`src/rtl/activity_4_pkg.sv`:
```
// rtl/activity_4_pkg.sv - shared state encodings for the bit-serial adder/subtractor
package activity_4_pkg;

    localparam int ST_W = 2;

    typedef enum logic [ST_W-1:0] {
        ST_IDLE = 2'd0,
        ST_RUN  = 2'd1,
        ST_DONE = 2'd2
    } state_t;

endpackage

```
`src/rtl/activity_4_fa_cell.sv`:
```
// rtl/activity_4_fa_cell.sv - one-bit combinational full adder cell
module activity_4_fa_cell (
    input  logic a,
    input  logic b,
    input  logic cin,
    output logic s,
    output logic cout
);

    assign s    = a ^ b ^ cin;
    assign cout = (a & b) | (a & cin) | (b & cin);

endmodule

```
`src/rtl/activity_4_serial_addsub.sv`:
```
// rtl/activity_4_serial_addsub.sv - bit-serial add/sub, one bit per clock, LSB first
module activity_4_serial_addsub
    import activity_4_pkg::*;
#(
    parameter int WIDTH = 8
) (
    input  logic             clk,
    input  logic             rst,
    input  logic             start,
    input  logic             sub,
    input  logic [WIDTH-1:0] a,
    input  logic [WIDTH-1:0] b,
    output logic             busy,
    output logic             done,
    output logic [WIDTH-1:0] sum,
    output logic             cout,
    output logic             ovf
);

    localparam int CW = $clog2(WIDTH + 1);

    state_t           state;
    state_t           state_nx;
    logic [WIDTH-1:0] opa;
    logic [WIDTH-1:0] opb;
    logic [WIDTH-1:0] res;
    logic [WIDTH:0]   res_cat;
    logic             carry;
    logic [CW-1:0]    count;
    logic             cell_s;
    logic             cell_c;
    logic             last_bit;
    logic             load;
    logic             shift_en;

    activity_4_fa_cell u_cell (
        .a    (opa[0]),
        .b    (opb[0]),
        .cin  (carry),
        .s    (cell_s),
        .cout (cell_c)
    );

    // Concatenate-then-slice so the MSB insert also works when WIDTH is 1.
    assign res_cat  = {cell_s, res};
    assign last_bit = (count == CW'(WIDTH - 1));

    always_ff @(posedge clk) begin
        if (rst) begin
            state <= ST_IDLE;
        end else begin
            state <= state_nx;
        end
    end

    always_comb begin
        state_nx = ST_IDLE;
        case (state)
            ST_IDLE: state_nx = start ? ST_RUN : ST_IDLE;
            ST_RUN:  state_nx = last_bit ? ST_DONE : ST_RUN;
            ST_DONE: state_nx = ST_IDLE;
            default: state_nx = ST_IDLE;
        endcase
    end

    always_comb begin
        busy     = (state == ST_RUN) || (state == ST_DONE);
        load     = (state == ST_IDLE) && start;
        shift_en = (state == ST_RUN);
    end

    always_ff @(posedge clk) begin
        if (rst) begin
            opa   <= '0;
            opb   <= '0;
            res   <= '0;
            carry <= 1'b0;
            count <= '0;
            sum   <= '0;
            cout  <= 1'b0;
            ovf   <= 1'b0;
            done  <= 1'b0;
        end else begin
            done <= shift_en && last_bit;
            if (load) begin
                // Subtraction is a + ~b + 1: invert B and seed the carry with 1.
                opa   <= a;
                opb   <= sub ? ~b : b;
                carry <= sub;
                count <= '0;
            end else if (shift_en) begin
                opa   <= opa >> 1;
                opb   <= opb >> 1;
                res   <= res_cat[WIDTH:1];
                carry <= cell_c;
                count <= count + CW'(1);
                if (last_bit) begin
                    sum  <= res_cat[WIDTH:1];
                    cout <= cell_c;
                    ovf  <= carry ^ cell_c;
                end
            end
        end
    end

endmodule
```
`config.mk`:
```
export PLATFORM = sky130hd
export DESIGN_NAME = activity_4_serial_addsub
export DESIGN_NICKNAME = d
export VERILOG_FILES = /design/src/rtl/activity_4_pkg.sv /design/src/rtl/activity_4_fa_cell.sv /design/src/rtl/activity_4_serial_addsub.sv
export SDC_FILE = /design/constraint.sdc
export NUM_CORES = 1
export LEC_CHECK = 0
export CAP_MARGIN = 20
export CORE_MARGIN = 2
export CORE_UTILIZATION = 60
export DETAILED_ROUTE_END_ITERATION = 12
export DONT_BUFFER_PORTS = 1
export GPL_TIMING_DRIVEN = 0
export PLACE_DENSITY = 0.81
export SYNTH_ARGS = -nofsm -noshare
export SYNTH_HDL_FRONTEND = slang
export SYNTH_HIERARCHICAL = 1
export SYNTH_SLANG_ARGS = --single-unit
export TNS_END_PERCENT = 30
```
`constraint.sdc`:
```
create_clock -name clk -period 1.5 [get_ports clk]
set_input_delay 0.225 -clock clk [delete_from_list [all_inputs] [get_ports clk]]
set_output_delay 0.225 -clock clk [all_outputs]
set_load 0.005 [all_outputs]
```
==> impl.org <==
** Outcome
- Result of the run :: finished, final reports clean

** Finish
- The number of antenna diodes in the final layout is 0.
- In the final design database the tool counted 216 nets.
- At the end of the flow the core is filled with cells to 66.8%.
- After the flow finishes, the layout carries non-filler instances totaling 237.
- Fraction of final layout cells with drive strength greater than 1 :: 13.5%
- The area growth from synthesis to layout is 7.58%.
- Cell area after layout :: 2020 um^2

** Die
- Number of ports placed on the die boundary :: 32
- Die width :: 60.0 um
- Row Count :: 20
- Area of the core :: 3030 um^2
- Die ar. :: 3600 um^2
- Measured along the y axis, the die boundary spans 60.0 um.
- The initial utilization of the core area, before any placement, comes to 62.1%.

** GRT
- In the global route stage, overall resource usage came out at 20.1%.
- Initial antenna violation count :: 0
- Global routing finished with a remaining overflow of 0.
- Wire length of the first global-routing pass :: 5430 um
- The via count of the first global-routing pass was 1309.
- Pin count of the biggest net entering global routing :: 13

** Power and ir drop
- After layout, the design draws a total of 1.97 mW.
- Power spread over the standard cell area amounts to 975 nW/um^2.
- Switching power as a share of total power :: 26.6%
- Clk network pwr share :: 26.4%
- The share of total power dissipated in sequential elements is 59.4%.
- VDD sags by at most 0.509 mV.
- The internal portion of the total power is 1.45 mW.
- Gate power share :: 14.2%
- Static power due to leakage :: 0.768 nW
- Net switching power :: 525 uW

** Placement
- After legalization and detailed placement, the total HPWL measured 2410 um.
- At the end of routability-driven placement, the weighted congestion stood at 0.741.
- Post-place setup slack :: -0.0263 ns
- Placed inst area :: 1940 um^2
- Placed cell count :: 227
- Port buffering added 0 buffers.

** Yosys
- Synthesis produced a netlist with a net count of 207.
- The synthesized netlist contains 27 unique library cells.
- Measured against the total synthesized area, the mux share comes to 17.0%.
- The synthesized netlist devotes 17.9% of its cell area to simple gates.
- In this run the cell area of the synthesized design comes to 1880 um^2.
- Each instance of the synthesized netlist takes up on average 10.3 um^2.
- The synthesized netlist devotes 7.92% of its cell area to compound gates.
- In the synthesized netlist, the number of instances is 183.
- Sequential cells were found to cover 43.6% of the synthesized design area.
- Yosys warning count :: 6
- The top cell type by area accounts for 43.6% of the synthesized area.
- Area share of fa/ha/maj cells after synthesis :: 3.06%
- Ranked by total cell area, the synthesized netlist is headed by sky130_fd_sc_hd__dfxtp_1 44%, sky130_fd_sc_hd__mux2i_1 17%, sky130_fd_sc_hd__a211oi_1 6.0%, sky130_fd_sc_hd__nand2b_1 6.0%, sky130_fd_sc_hd__nor2_1 5.0%.
- Largest family of logic cells by synthesized area :: simple AND/OR/NAND/NOR gates
- Post-Synth XOR/XNOR Area :: 5.59%
- Flops & latches, synth :: 41
- Cell taking the most area after synthesis :: sky130_fd_sc_hd__dfxtp_1

** Timing
- Setup TNS after final layout :: 0 ns
- Minimum period implied by the final worst setup slack :: 1.40 ns
- Final count of negative-setup-slack endpoints :: 0
- The worst pin sits at a relative slew slack of 71.9%.
- Derived from the worst setup path, the maximum achievable clock frequency is 0.716 GHz.
- The max-slew violation total from the final report was 0.
- Post-route setup slack :: 0.104 ns
- Transition time at the pin with the least slew margin :: 0.421 ns
- Final Cycle Share :: 93.1%
- The number of endpoints with negative hold slack in the final report is 0.
- Worst-case hold slack :: 0.0381 ns
- Setup repair after global routing could not meet its margin everywhere.
- Final setup skew :: 0.00881 ns

** Worst setup path
- Of all nets on the critical path, the largest fanout is 10.
- The worst setup path is captured at a flip-flop.
- Data on the critical path arrives at its endpoint at 1.65 ns.
- Required arrival time at the worst endpoint :: 1.76 ns
- Worst setup path class :: reg -> reg
- The worst setup path is launched from a flip-flop.

** Clock network
- Inserted Clock Buffers :: 5
- CTS saw 41 sinks.
- Clock-pin slew reported for the worst setup and hold paths after clock tree synthesis :: 0.12 ns
- Total number of H-tree levels :: 2
- TritonCTS built the clock tree.
- Once the clock tree was built, the setup fixing pass inserted 0 buffers.
- Root Driver :: sky130_fd_sc_hd__clkbuf_4
- The clock passes through at most 2 buffers.
- The later pin in the worst-skew pair is clocked with a latency of 0.35 ns.

** Routing
- Before antenna repair, the detailed router went through 4 iterations.
- Routed vias :: 1265
- Routed Antenna Nets :: 0
- Dividing the detail-routed wire length by the instance count gives 13.7 um.
- In the routed layout, each cell is associated on average with a via count of 5.34.
- DRT iter0 DRCs :: 39
- DRC violations left :: 0
- After detailed routing, the total wire length is 3260 um.

** Hold path
- The tightest min-delay check is of the in -> reg type.

** Job
- Max-capacitance violation count :: 0
-- area by class of cell --
class	count	area, um^2
fillers	250	1000
repair buffers	1	10.0
clock inverters	2	10.0
multi-input cells	128	987
clock buffers	6	41.3
plain buffers	13	91.3
flip-flops and latches	41	821
well taps	44	55.1
inverters	2	7.51
-- critical path, stage by stage, from the launching register on --
cell,delay [ns]
sky130_fd_sc_hd__dfxtp_1,0.36
sky130_fd_sc_hd__inv_1,0.05
sky130_fd_sc_hd__ha_1,0.20
sky130_fd_sc_hd__nand2_1,0.19
sky130_fd_sc_hd__clkbuf_4,0.24
sky130_fd_sc_hd__nor2_1,0.06
sky130_fd_sc_hd__a211oi_1,0.22
-- registers in the layout (all words and copies together) (netlist names) --
signal	cells
state	2
ovf	1
count	4
opb	8
opa	8
sum	8
done	1
res	7
cout	1
carry	1
-- power groups by stage --
stage	Clock (mW)	Sequential [mW]	Combinational, mW
finish	0.521	1.17	0.280
global placement	0	1.19	0.258
CTS	0.541	1.17	0.274
global route	0.596	1.18	0.309
floorplan	0	1.19	0.225
detailed placement	0	1.20	0.269
-- timing repair --
action / CTS / global route
endpoints found under the setup margin: 3 / 14
endpoints found under the hold margin: 1 / 0
cloned: 0 / 1
hold buffers: 1 / 0
resized for setup: 1 / 5
pin swaps: 0 / 1
-- cells in the final DEF, fill, tap and decap left out --
master | synthesis | final
sky130_fd_sc_hd__dfxtp_1 | 41 | 41
sky130_fd_sc_hd__mux2i_1 | 32 | 32
sky130_fd_sc_hd__nor2_1 | 25 | 25
sky130_fd_sc_hd__nand2b_1 | 18 | 18
sky130_fd_sc_hd__a211oi_1 | 15 | 14
sky130_fd_sc_hd__xor2_1 | 10 | 10
sky130_fd_sc_hd__clkbuf_4 | 0 | 7
sky130_fd_sc_hd__nand2_1 | 4 | 4
sky130_fd_sc_hd__buf_2 | 4 | 3
sky130_fd_sc_hd__clkbuf_1 | 2 | 3
sky130_fd_sc_hd__buf_6 | 3 | 3
sky130_fd_sc_hd__nand3b_1 | 3 | 3
sky130_fd_sc_hd__a21oi_1 | 3 | 3
sky130_fd_sc_hd__inv_1 | 2 | 2
sky130_fd_sc_hd__buf_4 | 2 | 2
sky130_fd_sc_hd__nor3_2 | 2 | 2
sky130_fd_sc_hd__nor3_1 | 2 | 2
sky130_fd_sc_hd__xnor2_1 | 2 | 2
sky130_fd_sc_hd__ha_1 | 3 | 2
sky130_fd_sc_hd__clkinv_2 | 0 | 2
sky130_fd_sc_hd__and2_1 | 1 | 1
sky130_fd_sc_hd__nand4b_4 | 1 | 1
sky130_fd_sc_hd__nor2_8 | 1 | 1
sky130_fd_sc_hd__clkbuf_2 | 0 | 1
sky130_fd_sc_hd__nor2b_1 | 1 | 1
sky130_fd_sc_hd__o21ai_1 | 1 | 1
sky130_fd_sc_hd__o41ai_2 | 1 | 1
sky130_fd_sc_hd__nand4_1 | 1 | 1
sky130_fd_sc_hd__a211oi_2 | 0 | 1
sky130_fd_sc_hd__ha_2 | 0 | 1
sky130_fd_sc_hd__nor2_4 | 0 | 1
sky130_fd_sc_hd__dlygate4sd3_1 | 0 | 1
sky130_fd_sc_hd__fa_1 | 1 | 1
-- cell usage after synthesis --
master                     count
sky130_fd_sc_hd__a211oi_1     15
sky130_fd_sc_hd__a21oi_1       3
sky130_fd_sc_hd__and2_1        1
sky130_fd_sc_hd__buf_1         2
sky130_fd_sc_hd__buf_2         4
sky130_fd_sc_hd__buf_4         2
sky130_fd_sc_hd__buf_6         3
sky130_fd_sc_hd__clkbuf_1      2
sky130_fd_sc_hd__dfxtp_1      41
sky130_fd_sc_hd__fa_1          1
sky130_fd_sc_hd__ha_1          3
sky130_fd_sc_hd__inv_1         2
sky130_fd_sc_hd__mux2i_1      32
sky130_fd_sc_hd__nand2_1       4
sky130_fd_sc_hd__nand2b_1     18
sky130_fd_sc_hd__nand3b_1      3
sky130_fd_sc_hd__nand4_1       1
sky130_fd_sc_hd__nand4b_4      1
sky130_fd_sc_hd__nor2_1       25
sky130_fd_sc_hd__nor2_8        1
sky130_fd_sc_hd__nor2b_1       1
sky130_fd_sc_hd__nor3_1        2
sky130_fd_sc_hd__nor3_2        2
sky130_fd_sc_hd__o21ai_1       1
sky130_fd_sc_hd__o41ai_2       1
sky130_fd_sc_hd__xnor2_1       2
sky130_fd_sc_hd__xor2_1       10
-- kinds of logic after synthesis --
family                     Yosys count
and+or+nand+nor                     59
DFF                                 41
adders and majority gates            4
muxes                               32
buffers and inverters               15
AOI/OAI and AO/OA                   20
xor gates and xnor gates            12
-- layer usage --
metal	vias to the layer above	track usage [%]	part of all wire, %
met2	28	36.0	51
met4	0	8.89	2.1
met3	9	5.19	4.1
li1	640	-	-
met5	-	0	0
met1	588	22.1	43
-- final timing paths --
check	cells after the start	to	slack (ns)	from
max	6	opb[3]	0.10	state[0]
min	2	opa[5]	0.04	a[5]
max reg2reg	6	opb[3]	0.10	state[0]
min reg2reg	2	sum[3]	0.50	res[4]
Note: power is estimated with default switching activity, not from simulation.
